`src/rtl/loopback_smoke_rpc_pkg.sv`:
```
// Shared types and constants for the loopback smoke-test RPC endpoint core.
// The response struct is sized at the default data width.
package loopback_smoke_rpc_pkg;

  localparam int ID_W_DEF   = 64;
  localparam int DATA_W_DEF = 32;

  localparam int unsigned METHOD_INC = 0;

  typedef enum logic [2:0] {
    ST_UNBOUND,
    ST_DEFINE,
    ST_IDLE,
    ST_RESP,
    ST_FAULT
  } state_e;

  typedef struct packed {
    logic [DATA_W_DEF-1:0] retval;
    logic                  has_retval;
    logic                  error;
  } rsp_t;

endpackage

```
`src/rtl/loopback_smoke_rpc_core_if.sv`:
```
// Request/response valid-ready channels between an RPC caller (master) and the endpoint core (slave).
interface loopback_smoke_rpc_core_if #(
  parameter int ID_W   = 64,
  parameter int DATA_W = 32
);
  logic              req_valid;
  logic              req_ready;
  logic [ID_W-1:0]   req_method_id;
  logic [DATA_W-1:0] req_param;
  logic              rsp_valid;
  logic              rsp_ready;
  logic [DATA_W-1:0] rsp_retval;
  logic              rsp_has_retval;
  logic              rsp_error;

  modport master (
    output req_valid, req_method_id, req_param, rsp_ready,
    input  req_ready, rsp_valid, rsp_retval, rsp_has_retval, rsp_error
  );

  modport slave (
    input  req_valid, req_method_id, req_param, rsp_ready,
    output req_ready, rsp_valid, rsp_retval, rsp_has_retval, rsp_error
  );
endinterface

```
`src/rtl/loopback_smoke_rpc_dispatch.sv`:
```
// Combinational method decode/execute: maps (method id, argument) to a response.
module loopback_smoke_rpc_dispatch
  import loopback_smoke_rpc_pkg::*;
#(
  parameter int ID_W   = ID_W_DEF,
  parameter int DATA_W = DATA_W_DEF
) (
  input  logic [ID_W-1:0]   method_id_i,
  input  logic [DATA_W-1:0] param_i,
  output rsp_t              rsp_o
);

  // Full-width id compare: any nonzero bit anywhere makes the call unknown.
  always_comb begin
    rsp_o = '0;
    if (method_id_i == ID_W'(METHOD_INC)) begin
      rsp_o.retval     = DATA_W_DEF'(param_i + DATA_W'(1));
      rsp_o.has_retval = 1'b1;
    end else begin
      rsp_o.error = 1'b1;
    end
  end

endmodule

```
`src/rtl/loopback_smoke_rpc_core.sv`:
```
// RPC endpoint core: announces its instance once after reset, then serves one
// blocking call at a time with registered responses.
module loopback_smoke_rpc_core
  import loopback_smoke_rpc_pkg::*;
#(
  parameter int ID_W    = ID_W_DEF,
  parameter int DATA_W  = DATA_W_DEF,
  parameter int INST_ID = 0
) (
  input  logic        clock,
  input  logic        reset,
  input  logic        ep_present,
  output logic        define_valid,
  output logic [7:0]  define_inst_id,
  output logic        fault,
  output logic [15:0] inc_count,
  output logic [15:0] err_count,
  loopback_smoke_rpc_core_if.slave rpc
);

  state_e      state_q;
  logic        define_valid_q;
  logic        fault_q;
  logic        req_ready_q;
  logic        rsp_valid_q;
  rsp_t        rsp_q;
  rsp_t        rsp_d;
  logic [15:0] inc_count_q;
  logic [15:0] err_count_q;

  loopback_smoke_rpc_dispatch #(
    .ID_W   (ID_W),
    .DATA_W (DATA_W)
  ) u_dispatch (
    .method_id_i (rpc.req_method_id),
    .param_i     (rpc.req_param),
    .rsp_o       (rsp_d)
  );

  always_ff @(posedge clock) begin
    if (reset) begin
      state_q        <= ST_UNBOUND;
      define_valid_q <= 1'b0;
      fault_q        <= 1'b0;
      req_ready_q    <= 1'b0;
      rsp_valid_q    <= 1'b0;
      rsp_q          <= '0;
      inc_count_q    <= '0;
      err_count_q    <= '0;
    end else begin
      define_valid_q <= 1'b0;
      unique case (state_q)
        ST_UNBOUND: begin
          if (ep_present) begin
            state_q        <= ST_DEFINE;
            define_valid_q <= 1'b1;
          end else begin
            state_q <= ST_FAULT;
            fault_q <= 1'b1;
          end
        end
        ST_DEFINE: begin
          state_q     <= ST_IDLE;
          req_ready_q <= 1'b1;
        end
        ST_IDLE: begin
          if (rpc.req_valid && req_ready_q) begin
            state_q     <= ST_RESP;
            req_ready_q <= 1'b0;
            rsp_valid_q <= 1'b1;
            rsp_q       <= rsp_d;
            // Counters saturate rather than wrap.
            if (rsp_d.error) begin
              if (err_count_q != 16'hFFFF) err_count_q <= err_count_q + 16'd1;
            end else begin
              if (inc_count_q != 16'hFFFF) inc_count_q <= inc_count_q + 16'd1;
            end
          end
        end
        ST_RESP: begin
          if (rpc.rsp_ready) begin
            state_q     <= ST_IDLE;
            rsp_valid_q <= 1'b0;
            req_ready_q <= 1'b1;
          end
        end
        ST_FAULT: begin
          fault_q     <= 1'b1;
          req_ready_q <= 1'b0;
        end
        default: state_q <= ST_UNBOUND;
      endcase
    end
  end

  assign define_valid       = define_valid_q;
  assign define_inst_id     = 8'(INST_ID);
  assign fault              = fault_q;
  assign inc_count          = inc_count_q;
  assign err_count          = err_count_q;
  assign rpc.req_ready      = req_ready_q;
  assign rpc.rsp_valid      = rsp_valid_q;
  assign rpc.rsp_retval     = DATA_W'(rsp_q.retval);
  assign rpc.rsp_has_retval = rsp_q.has_retval;
  assign rpc.rsp_error      = rsp_q.error;

endmodule

```
`src/flat_wrapper.sv`:
```
// flat-port wrapper written by rule: the top's interface ports become plain ports
module loopback_smoke_rpc_core_flat import loopback_smoke_rpc_pkg::*;
#(
  parameter int ID_W    = ID_W_DEF,
  parameter int DATA_W  = DATA_W_DEF,
  parameter int INST_ID = 0
)
  (clock, reset, ep_present, define_valid, define_inst_id, fault, inc_count, err_count, rpc_req_valid, rpc_req_method_id, rpc_req_param, rpc_rsp_ready, rpc_req_ready, rpc_rsp_valid, rpc_rsp_retval, rpc_rsp_has_retval, rpc_rsp_error);
  loopback_smoke_rpc_core_if #(.ID_W(ID_W), .DATA_W(DATA_W)) rpc_i ();
  input  logic clock;
  input  logic reset;
  input  logic ep_present;
  output logic define_valid;
  output logic [7:0] define_inst_id;
  output logic fault;
  output logic [15:0] inc_count;
  output logic [15:0] err_count;
  input wire logic [$bits(rpc_i.req_valid)-1:0] rpc_req_valid;
  input wire logic [$bits(rpc_i.req_method_id)-1:0] rpc_req_method_id;
  input wire logic [$bits(rpc_i.req_param)-1:0] rpc_req_param;
  input wire logic [$bits(rpc_i.rsp_ready)-1:0] rpc_rsp_ready;
  output wire logic [$bits(rpc_i.req_ready)-1:0] rpc_req_ready;
  output wire logic [$bits(rpc_i.rsp_valid)-1:0] rpc_rsp_valid;
  output wire logic [$bits(rpc_i.rsp_retval)-1:0] rpc_rsp_retval;
  output wire logic [$bits(rpc_i.rsp_has_retval)-1:0] rpc_rsp_has_retval;
  output wire logic [$bits(rpc_i.rsp_error)-1:0] rpc_rsp_error;
  assign rpc_i.req_valid = rpc_req_valid;
  assign rpc_i.req_method_id = rpc_req_method_id;
  assign rpc_i.req_param = rpc_req_param;
  assign rpc_i.rsp_ready = rpc_rsp_ready;
  assign rpc_req_ready = rpc_i.req_ready;
  assign rpc_rsp_valid = rpc_i.rsp_valid;
  assign rpc_rsp_retval = rpc_i.rsp_retval;
  assign rpc_rsp_has_retval = rpc_i.rsp_has_retval;
  assign rpc_rsp_error = rpc_i.rsp_error;
  loopback_smoke_rpc_core #(.ID_W(ID_W), .DATA_W(DATA_W), .INST_ID(INST_ID)) u_core (.clock(clock), .reset(reset), .ep_present(ep_present), .define_valid(define_valid), .define_inst_id(define_inst_id), .fault(fault), .inc_count(inc_count), .err_count(err_count), .rpc(rpc_i));
endmodule
```
`config.mk`:
```
export PLATFORM = sky130hd
export DESIGN_NAME = loopback_smoke_rpc_core_flat
export DESIGN_NICKNAME = d
export VERILOG_FILES = /design/src/rtl/loopback_smoke_rpc_pkg.sv /design/src/rtl/loopback_smoke_rpc_core_if.sv /design/src/rtl/loopback_smoke_rpc_dispatch.sv /design/src/rtl/loopback_smoke_rpc_core.sv /design/src/flat_wrapper.sv
export SDC_FILE = /design/constraint.sdc
export NUM_CORES = 1
export LEC_CHECK = 0
export CORE_ASPECT_RATIO = 0.6
export CORE_MARGIN = 5
export CORE_UTILIZATION = 45
export DETAILED_ROUTE_END_ITERATION = 12
export HOLD_SLACK_MARGIN = 0.02
export PLACE_DENSITY = 0.87
export REMOVE_ABC_BUFFERS = 1
export SYNTH_ARGS = -nofsm -noshare
export SYNTH_HDL_FRONTEND = slang
export SYNTH_SLANG_ARGS = --single-unit
```
`constraint.sdc`:
```
create_clock -name clock -period 5.7 [get_ports clock]
set_input_delay 0.855 -clock clock [delete_from_list [all_inputs] [get_ports clock]]
set_output_delay 0.855 -clock clock [all_outputs]
set_load 0.03 [all_outputs]
```
# ---- Word level (Yosys, flattened, before mapping)
# Cells that the tools add are included.
# W data, S select, Z words.
dict set report word_totals {
  wordCells 54
  out_inout_bits 78
  reg_bits 73
  inputBits 101
}
dict set report classes {
  n_mux 15
  reduce_logical 14
  n_eq_ne 9
  add_sub_neg 3
  bitwise_logic 3
}
# op count
set op_table {}
lappend op_table {{$logic_not A64 Y1} 1}
lappend op_table {{$mux W33} 1}
lappend op_table {{$add A16 B1 Y16 const B} 2}
lappend op_table {{$add A32 B1 Y32 const B} 1}
lappend op_table {{$ne A16 B16 Y1 const B} 2}
lappend op_table {{$pmux W3 S5} 1}
lappend op_table {{$mux W3} 3}
lappend op_table {{$reduce_and A3 Y1} 3}
lappend op_table {{$reduce_and A4 Y1} 2}
lappend op_table {{$mux W1} 7}
lappend op_table {{$eq A3 B2 Y1 const B} 2}
lappend op_table {{$ne A2 B2 Y1 const B} 2}
lappend op_table {{$pmux W1 S2} 2}
lappend op_table {{$pmux W1 S4} 1}
lappend op_table {{$reduce_and A2 Y1} 2}
lappend op_table {{$reduce_bool A2 Y1} 2}
lappend op_table {{$reduce_bool A4 Y1} 1}
lappend op_table {{$eq A3 B1 Y1 const B} 1}
lappend op_table {{$eq A3 B3 Y1 const B} 1}
lappend op_table {{$logic_not A3 Y1} 1}
lappend op_table {{$not A1 Y1} 3}
lappend op_table {{$ne A2 B1 Y1 const B} 1}
lappend op_table {{$reduce_or A2 Y1} 1}
lappend op_table {{$logic_and A1 B1 Y1} 1}

# ---- Logic depth before layout (Yosys ltp)
dict set report depth {
  ltp_word 3
  mapped_depth 8
  depth_no_buf 6
}

# ---- Hierarchy
# Synthesis repeated with hierarchy kept, for this count alone.
dict set report unflattened {
  hier_cells 537
  area_unflattened_um2 4184.0
}
# mod cells_per_inst seq_area_each_um2 area_each_um2 n_inst
set by_module_without_submodules {}
lappend by_module_without_submodules {loopback_smoke_rpc_core 393 1461.4 3318.2 1}
lappend by_module_without_submodules {loopback_smoke_rpc_dispatch 144 0.0 865.8 1}

# ---- Worst setup path before layout
# OpenSTA, ideal clock, no wires.
dict set report synth_timing {
  path_type {input -> register}
  startpoint {input rpc_req_method_id[31]}
  endpoint {register u_core.err_count_q[12] (netlist: u_core.err_count[12])}
  cell_stages 8
  t_arrival_ps 2288
  setup_time_ps 91
  path_slack_ps 3321
  required_ps 5609
  n_path_buf 3
  cell_sequence {nor4_1 > and4_1 > and4_1 > buf_2 > buf_2 > buf_4 > nor2_1 > a311oi_1}
}
dict set report synth_via {
  elab_chain_cells 3
}
# element line
set synth_lines {}
lappend synth_lines {{from (decl)} flat_wrapper.sv:19} ;# input wire logic [$bits(rpc_i.req_method_id)-1:0] rpc_req_method_id;
lappend synth_lines {{$logic_not A64 Y1} loopback_smoke_rpc_dispatch.sv:16} ;# if (method_id_i == ID_W'(METHOD_INC)) begin
lappend synth_lines {{$not A1 Y1 (no source line)} -}
lappend synth_lines {{$reduce_and A4 Y1 (no source line)} -}
lappend synth_lines {{to (signal assigned)} loopback_smoke_rpc_core.sv:74} ;# if (err_count_q != 16'hFFFF) err_count_q <= err_count_q + 16'd1;
lappend synth_lines {{to (decl)} loopback_smoke_rpc_core.sv:29} ;# logic [15:0] err_count_q;
# No other way between the ends.
# A chain may end at the register's enable or synchronous reset.

# ---- Worst setup path in the final report
dict set report layout_timing {
  startpoint {input rpc_req_valid}
  endpoint {register u_core.rsp_q, in the netlist u_core.rpc.rsp_retval[10]}
}
dict set report layout_via {
  elab_chain_cells 2
}
# element line
set layout_lines {}
lappend layout_lines {{from (decl)} flat_wrapper.sv:18} ;# input wire logic [$bits(rpc_i.req_valid)-1:0] rpc_req_valid;
lappend layout_lines {{$logic_and A1 B1 Y1} loopback_smoke_rpc_core.sv:67} ;# if (rpc.req_valid && req_ready_q) begin
lappend layout_lines {{$reduce_and A2 Y1 (no source line)} -}
lappend layout_lines {{to (signal assigned)} loopback_smoke_rpc_core.sv:71} ;# rsp_q <= rsp_d;
lappend layout_lines {{to (decl)} loopback_smoke_rpc_core.sv:26} ;# rsp_t rsp_q;
# No other way between the ends.

==> flow_summary.toml <==
[outcome]
outcome = "completed"

[yosys]
ys_top_cells_by_area = "dfxtp_1 (37%), nand2_1 (5.7%), nor4_1 (4.5%), o21ai_0 (4.5%), xnor2_1 (4.5%)"
ys_seq_elements = 73
yosys_warnings = 0
syn_area_um2 = 3910
syn_avg_cell_area_um2 = 8.05
netlist-cell-type-count = 46
synth_edf_count = 0
synthFlopType = "dfxtp_1"
synth_top_area_cell = "dfxtp_1"
synth_cells = 486
ys_seq_area_share_pct = 37.4
synth.top_cell.area_share_pct = 37.4
async_flop_share_pct = 0

[clock_network]
cts_max_path_buffers = 2
numCtsBuffers = 9
cts_setup_buffers = 0
cts.clk_slew.worst_paths_ns = 0.06
clkLatencyLatePin_ns = 0.33
htree_levels = 3
cts_resized = 0
clockRootBuffer = "clkbuf_16"
cts_tree = "done"
postCtsHoldBufs = 0
cts_sinks = 73

[power]
power_density_nw_per_um2 = 219
finalPower_uw = 1310
leakagePower_uw = 0.00193
peakVddDrop_mv = 0.143

[global_route]
track_usage_pct = 24.9
gr-total-overflow = 0
grt_max_degree = 53
grt_pass1_vias = 4286
grt_pass1_wl_um = 21300
antenna_found_initial = 0

[routing]
routed_wl_um = 13400
vias = 4411
dr.pass1.iters = 5
drt-wirelength-per-cell_um = 17.6
drt-initial-drc-count = 349
via_per_inst = 5.80
postRouteAntennaNets = 0
drc = 0

[cells_and_area]
multi_input_area_um2 = 2280
seq_area_um2 = 1460
area_delta_synth_final_pct = 52.7
fillers = 652
diodes = 0
num-nets-final = 748
final_layout_size_suffix_gt1_share_pct = 4.93
final_area_um2 = 5970

[setup_path]
cp-end-kind = "register"
worstPathArrival_ns = 3.34
cp_cell_sequence = "clkdlybuf4s50_1 > and4bb_1 > and2_1 > nand2_2 > or3_1 > o21ai_0"
path_max_fanout = 30
slowest_delay_ns = 0.74
crit_family = "simple AND/OR/NAND/NOR gates"
cp-start-kind = "primary input"
cp_slowest_cell = "or3_1"
worstPathRequired_ns = 5.94
worstSetupPathType = "in -> reg"
cp_num_buf_inv = 1

[timing]
maxSlewViolCount = 0
rsz0062_at_grt = "false"
setup_violations = 0
fin_ws_ns = 2.60
fin_tns_setup_ns = 0
finalCritPeriodShare_pct = 54.4
skew_ns = 0.00572
max_freq_mhz = 323
relSlewSlack_pct = 21.2
final.min_clock_period_ns = 3.10
tightest_slew_ns = 1.18
finalHoldViolCount = 0

[place]
dp_hpwl_um = 10200
place.gp.congestion = 0.909
portBuffers = 170
placed_area_um2 = 5630
place_ws_ns = 2.29

[min_path]
hp-class = "reg -> reg"

[die]
die-area_um2 = 10700
die_h_um = 82.2
ios = 179
num_rows = 26
start_util_pct = 46.1
die_w_um = 130
fp.coreArea_um2 = 8490

[flow_run]
maxCapViolations = 0
-- layer usage --
layer | GRT usage (%) | part of all wire, % | up-vias | routed length [µm]
li1 | - | - | 2102 | -
met1 | 33.5 | 44 | 2096 | 5910
met2 | 39.7 | 47 | 189 | 6350
met3 | 6.43 | 6.7 | 24 | 900
met4 | 7.39 | 1.7 | 0 | 225
met5 | 0 | 0 | - | 0
-- cell usage after synthesis, types with 2 or more instances --
cell      instances
dfxtp_1          73
nand2_1          59
o21ai_0          35
nor4_1           28
nand3_1          26
a21oi_1          25
nor2_1           22
xnor2_1          20
clkbuf_1         16
o31ai_1          16
or4_1            16
and4_1           15
nand4_1          15
nor3_1           14
buf_4            10
or3_1            10
inv_1             9
xor2_1            9
and2_1            6
and3_1            6
nor2b_1           6
buf_2             5
mux2_2            5
o21ai_1           5
nand2b_1          4
a211oi_1          3
ha_1              3
o21ba_2           3
o31a_1            3
o41ai_1           2
or2_2             2
-- worst paths after layout --
kind	startpoint	endpoint	slack, ns	depth (start not counted)
setup / recovery	rpc_req_valid	u_core.rpc.rsp_retval[10]	2.60	6
hold / removal	u_core.rpc.rsp_retval[31]	u_core.rpc.rsp_retval[31]	0.44	2
setup reg to reg	u_core.state_q[0]	u_core.rpc.rsp_retval[10]	3.16	5
hold reg to reg	u_core.rpc.rsp_retval[31]	u_core.rpc.rsp_retval[31]	0.44	2
-- stage by stage --
step	cells	hold WS [ns]	util, %
detailed placement	745	0.437	66.3
global placement	745	0.433	66.3
finish	761	0.442	70.4
floorplan	461	0.481	-
global route	761	0.476	70.4
CTS	761	0.445	70.4
-- worst register-to-register path: stages (launching register included) --
cell and delay (ns):
dfxtp_1 0.37, and4bb_1 0.33, and2_1 0.44, nand2_2 0.24, or3_1 0.74, o21ai_0 0.33
-- cells in the final DEF (no fill, tap or decap), types with 8 or more instances in the layout --
cell type,Yosys,final
nor3_1,14,14
xor2_1,9,9
conb_1,1,8
nor4_1,28,28
nand3_1,26,26
o31ai_1,16,16
o21ai_0,35,35
nand2_1,59,59
xnor2_1,20,20
or3_1,10,10
nor2_1,22,21
or4_1,16,16
a21oi_1,25,25
nand4_1,15,15
clkdlybuf4s50_1,0,169
dfxtp_1,73,73
clkbuf_16,0,9
inv_1,9,9
and4_1,15,15
-- sequential cells by signal (all words and copies together) (netlist names) --
name,count
u_core.rpc.rsp_has_retval,1
u_core.define_valid,1
u_core.inc_count,16
u_core.rpc.rsp_valid,1
u_core.rpc.rsp_error,1
u_core.err_count,16
u_core.state_q,3
u_core.fault,1
u_core.rpc.rsp_retval,32
u_core.rpc.req_ready,1
-- final cells by class --
cell class	instances	share of cell area, %
multi-input combinational	379	38.2
timing repair buffer	172	28.7
sequential	73	24.5
clock buffer	11	4.06
tap	112	2.35
clock inverter	5	1.72
inverter	9	0.566
-- where the power goes --
| group | leakage [µW] | total [µW] | switching (µW) | internal (µW) |
|---|---|---|---|---|
| sequential | 0.000589 | 520 | 5.41 | 515 |
| combinational | 0.00118 | 139 | 58.8 | 80.1 |
| clock | 0.000166 | 651 | 212 | 439 |
| total | 0.00193 | 1310 | 277 | 1030 |
-- logic make-up (layout without fill, tap and decap cells) --
logic type | Yosys count | in the layout | synth area share [%]
fa+ha+maj | 3 | 3 | 0.960
flops | 73 | 73 | 37.4
compound gates | 99 | 99 | 15.5
xor+xnor | 29 | 29 | 6.49
buf+inv | 41 | 197 | 5.05
mux | 6 | 6 | 1.70
other cells | 1 | 8 | 0.0959
simple gates | 234 | 234 | 32.9
No activity file was read; power rests on OpenSTA's default activity.
